$ cat config.mk
export PLATFORM = sky130hd
export DESIGN_NAME = piso_bit_feeder
export DESIGN_NICKNAME = d
export VERILOG_FILES = /design/src/rtl/piso_bit_feeder_pkg.sv /design/src/rtl/piso_bit_feeder.sv
export SDC_FILE = /design/constraint.sdc
export NUM_CORES = 1
export LEC_CHECK = 0
export ABC_AREA = 1
export CAP_MARGIN = 20
export CORE_ASPECT_RATIO = 2
export CORE_MARGIN = 1
export CORE_UTILIZATION = 49
export DETAILED_ROUTE_END_ITERATION = 8
export GPL_TIMING_DRIVEN = 0
export PLACE_DENSITY = 0.74
export SLEW_MARGIN = 15
export SYNTH_ARGS = -nofsm -noshare
export SYNTH_HDL_FRONTEND = slang
export SYNTH_SLANG_ARGS = --single-unit
export TNS_END_PERCENT = 1
$ cat constraint.sdc
create_clock -name clk -period 1.6 [get_ports clk]
set_input_delay 0.24 -clock clk [delete_from_list [all_inputs] [get_ports clk]]
set_output_delay 0.24 -clock clk [all_outputs]
set_load 0.01 [all_outputs]
$ cat src/rtl/piso_bit_feeder_pkg.sv
// Shared types and helpers for the parallel-in/serial-out bit feeder.
package piso_bit_feeder_pkg;

    typedef enum logic {
        ST_IDLE  = 1'b0,
        ST_SHIFT = 1'b1
    } state_t;

    // Bit-counter width; never narrower than one bit.
    function automatic int cnt_width(input int width);
        return (width <= 2) ? 1 : $clog2(width);
    endfunction

endpackage

$ cat src/rtl/piso_bit_feeder.sv
// Serialises WIDTH-bit words, one bit per clock, to feed the 1011 sequence detector.
// A one-word holding register lets consecutive words stream with no idle bit between them.
module piso_bit_feeder
    import piso_bit_feeder_pkg::*;
#(
    parameter int WIDTH     = 8,
    parameter bit MSB_FIRST = 1'b1
) (
    input  logic             clk,
    input  logic             rst,
    input  logic [WIDTH-1:0] in_data,
    input  logic             in_valid,
    output logic             in_ready,
    output logic             dout,
    output logic             dout_valid,
    output logic             sow,
    output logic             busy
);

    localparam int CNT_W = cnt_width(WIDTH);
    localparam logic [CNT_W-1:0] LAST_CNT = CNT_W'(WIDTH - 1);

    state_t           state, state_nxt;
    logic [WIDTH-1:0] shreg, shreg_nxt;
    logic [WIDTH-1:0] hold_reg;
    logic             hold_v;
    logic [CNT_W-1:0] bit_cnt, bit_cnt_nxt;
    logic             sow_nxt;
    logic             last_bit;
    logic             load;
    logic             accept;
    logic             bypass;

    assign last_bit = (state == ST_SHIFT) && (bit_cnt == LAST_CNT);
    assign load     = hold_v && ((state == ST_IDLE) || last_bit);
    assign in_ready = ~rst & (~hold_v | load);
    assign accept   = in_valid & in_ready;
    // A word offered on the last-bit cycle with the hold empty goes straight
    // into the shifter, so the stream keeps running without a gap.
    assign bypass   = last_bit & ~hold_v & accept;

    always_ff @(posedge clk or posedge rst) begin
        if (rst) begin
            hold_reg <= '0;
            hold_v   <= 1'b0;
        end else if (accept && !bypass) begin
            hold_reg <= in_data;
            hold_v   <= 1'b1;
        end else if (load) begin
            hold_v   <= 1'b0;
        end
    end

    always_ff @(posedge clk or posedge rst) begin
        if (rst) begin
            state   <= ST_IDLE;
            shreg   <= '0;
            bit_cnt <= '0;
            sow     <= 1'b0;
        end else begin
            state   <= state_nxt;
            shreg   <= shreg_nxt;
            bit_cnt <= bit_cnt_nxt;
            sow     <= sow_nxt;
        end
    end

    always_comb begin
        state_nxt   = state;
        shreg_nxt   = shreg;
        bit_cnt_nxt = bit_cnt;
        sow_nxt     = 1'b0;
        case (state)
            ST_IDLE: begin
                if (load) begin
                    state_nxt   = ST_SHIFT;
                    shreg_nxt   = hold_reg;
                    bit_cnt_nxt = '0;
                    sow_nxt     = 1'b1;
                end
            end
            ST_SHIFT: begin
                if (!last_bit) begin
                    if (MSB_FIRST) begin
                        shreg_nxt = {shreg[WIDTH-2:0], 1'b0};
                    end else begin
                        shreg_nxt = {1'b0, shreg[WIDTH-1:1]};
                    end
                    bit_cnt_nxt = bit_cnt + 1'b1;
                end else if (load) begin
                    shreg_nxt   = hold_reg;
                    bit_cnt_nxt = '0;
                    sow_nxt     = 1'b1;
                end else if (bypass) begin
                    shreg_nxt   = in_data;
                    bit_cnt_nxt = '0;
                    sow_nxt     = 1'b1;
                end else begin
                    state_nxt   = ST_IDLE;
                    bit_cnt_nxt = '0;
                end
            end
            default: state_nxt = ST_IDLE;
        endcase
    end

    assign dout_valid = (state == ST_SHIFT);
    assign dout       = dout_valid & (MSB_FIRST ? shreg[WIDTH-1] : shreg[0]);
    assign busy       = hold_v | dout_valid;

endmodule

==> impl_metrics.py <==
metrics = {
    "setup_path": {
        "critPathKind": "flip-flop to primary output",
        "critPathTopFamily": "flip-flops",
        "regToRegSetupSlack_ns": 0.05,
        "worstPathRequired_ns": 1.36,
        "cp-end-kind": "primary output",
        "critPathLaunchType": "flip-flop",
        "cp_common_cell": "ha_4",
        "cp_data_arrival_time_ns": 1.40,
        "rr_endpoint": "shreg[3]",
        "crit_fanout": 3,
        "crit_chain": "ha_4 -> ha_4 -> inv_4 -> nand3_4 -> nand2_1 -> inv_1 -> buf_2",
        "slowest_stage": "dfrtp_1",
        "cp.buffers_inverters": 3,
        "slowest_delay_ns": 0.41,
        "reg2reg_depth": 11,
        "r2r_start": "bit_cnt[0]",
    },
    "synthesis": {
        "ys_top_cells_by_count": "61 x nand2_1, 23 x inv_1, 22 x dfrtp_1",
        "synth_top_area_share_pct": 42.39,
        "synth_seq_area_share_pct": 42.39,
        "synth_area_leaders": "dfrtp_1 42%, nand2_1 18%, nand3_1 7.7%, inv_1 6.6%, o21ai_2 5.4%",
        "yosys.area.top_type": "dfrtp_1",
        "netlist_area_um2": 1299,
        "postSynthCellCount": 171,
        "synth_fp_nets": 184,
        "synth.avg_cell_area_um2": 7.595,
        "ys_types": 21,
        "yosysWarnings": 0,
        "synth-edff-count": 0,
        "async_flop_share_pct": 100.0,
        "yosysMostFrequentCell": "nand2_1",
        "synthFlopType": "dfrtp_1",
        "synth_seq_cells": 22,
    },
    "final_layout": {
        "drive_gt1_share_pct": 19.69,
        "num_antenna_cells": 0,
        "fin_area_um2": 1633,
        "area_growth_pct": 25.72,
        "final_nets": 208,
    },
    "global_route": {
        "grt_max_degree": 13,
        "grt_usage_pct": 23.56,
        "grt_pass1_vias": 1119,
        "grt_pass1_wl_um": 4788,
        "grt_antenna_before_repair": 0,
        "grt_overflow": 0,
    },
    "sta": {
        "fin_crit_sh_pct": 102.3,
        "fin_ws_ns": -0.03738,
        "report.final.hold_viol_count": 0,
        "final.setup.tns_ns": -0.04806,
        "finalHoldWorstSlack_ns": 0.4515,
        "finClkSkew_ns": 0.001528,
        "report.final.setup_viol": 2,
        "tightest_slew_ns": 0.5855,
        "rsz0062_at_grt": "yes",
        "maxClockFrequency_ghz": 0.6107,
        "drv_slew": 0,
        "min_period_ns": 1.637,
        "slew-limit-headroom_pct": 60.75,
    },
    "floorplan": {
        "num_rows": 26,
        "io_pins": 16,
        "core_um2": 2537,
        "dieArea_um2": 2873,
        "die_h_um": 74.81,
        "die_w_um": 38.41,
        "start_util_pct": 51.18,
    },
    "routing": {
        "drtIter0Drc": 33,
        "wl_per_cell_um": 13.37,
        "drc": 0,
        "first_pass_iters": 4,
        "num_vias": 1148,
        "drtAntennaViolNets": 0,
        "routed_via_density": 5.195,
        "drt-total-wl_um": 2954,
    },
    "outcome": {
        "violations": "negative setup slack",
        "outcome": "complete, but fails checks",
    },
    "clock_tree": {
        "htreeDepth": 1,
        "cts_tree": "done",
        "clock_path_buffers": 2,
        "clock_latency_ns": 0.26,
        "clock_sinks": 22,
        "clk_pin_slew_ns": 0.08,
        "root_buffer": "clkbuf_8",
        "numCtsBuffers": 3,
    },
    "power": {
        "p_leak_nw": 0.8252,
        "ir_drop_mv": 0.9180,
        "total_power_mw": 2.933,
        "power_density_nw_per_um2": 1796,
    },
    "place": {
        "place_congestion": 0.8183,
        "port-buffer-count": 15,
        "hpwl_um": 2071,
        "placed_cell_area_um2": 1484,
        "dp_slack_ns": -0.7640,
    },
    "flow_run": {
        "cap_violations": 0,
    },
    "worst_hold_path": {
        "hold_path.class": "input pin to async pin",
    },
}
-- worst min-delay path: cells and delay by family --
| kind | cells | cell delay [ns] |
|---|---|---|
| buffers and inverters | 3 | 0.84 |
-- per-stage QoR --
| stage | util (%) | instances |
|---|---|---|
| floorplan | - | 171 |
| global placement | 58.48 | 214 |
| detailed placement | 58.48 | 214 |
| CTS | 62.72 | 221 |
| global route | 64.35 | 221 |
| finish | 64.35 | 221 |
-- cell families (layout without fill, tap and decap cells) --
group | after synthesis | count (layout) | synth area share [%]
simple gates | 101 | 101 | 35.55
compound gates | 16 | 16 | 9.152
buf+inv | 30 | 52 | 10.98
fa+ha+maj | 2 | 2 | 1.926
flops | 22 | 22 | 42.39
-- where the power goes --
part / internal [mW] / leakage, nW / switching, mW
logic: 0.690 / 0.529 / 0.944
registers: 0.808 / 0.274 / 0.143
clock network: 0.168 / 0.0216 / 0.179
total: 1.67 / 0.825 / 1.27
-- cell usage in the layout, fill, tap and decap left out --
cell type	Yosys	layout
buf_6	1	3
nand2_1	61	59
a32o_1	1	1
clkinvlp_4	0	1
nor2_4	2	3
dfrtp_1	22	22
nand3_4	1	2
inv_1	23	22
o21ai_2	8	8
nand3_1	20	20
nand2_2	3	2
a21oi_1	3	3
clkinvlp_2	0	1
buf_12	1	1
clkbuf_8	0	3
o21ai_0	3	3
clkdlybuf4s50_1	0	12
buf_2	2	2
buf_4	1	3
nor2_1	11	10
inv_4	0	2
dlygate4sd2_1	0	2
nand2_4	2	4
ha_4	0	2
a22o_1	1	1
nand2_8	0	1
-- how the worst max path moves through the flow --
stage / from / to / slack, ns / cells after the start
floorplan: bit_cnt[0] / hold_reg[2] / 0.08 / 9
CTS: bit_cnt[1] / in_ready / -0.12 / 7
global placement: rst / in_ready / -0.70 / 5
finish: bit_cnt[0] / in_ready / -0.04 / 7
detailed placement: rst / in_ready / -0.76 / 5
global route: bit_cnt[0] / in_ready / -0.1 / 7
-- what timing repair did --
| action | CTS | global route |
|---|---|---|
| cloned | 1 | 0 |
| setup endpoints to repair | 22 | 19 |
| endpoints found under the hold margin | 0 | 0 |
| resized for setup | 15 | 10 |
| pin swaps | 1 | 0 |
| hold buffers | 0 | 0 |
| buffers inserted | 3 | 0 |
-- layout make-up --
cell class	instances	area, µm²
well taps	28	35.03
inverters	25	102.6
plain buffers	5	55.05
fillers	218	904.6
repair inverters	1	5.005
repair buffers	18	168.9
multi-input cells	119	674.4
flip-flops and latches	22	550.5
clock buffers	3	41.29
-- per-layer routing --
layer | vias up | GRT usage (%) | routed length [µm]
met5 | - | 0 | 0
met1 | 531 | 24.47 | 1088
met4 | 0 | 12.26 | 101
met2 | 25 | 43.31 | 1677
met3 | 11 | 3.245 | 87
li1 | 581 | - | -
Note: power is estimated with default switching activity, not from simulation.
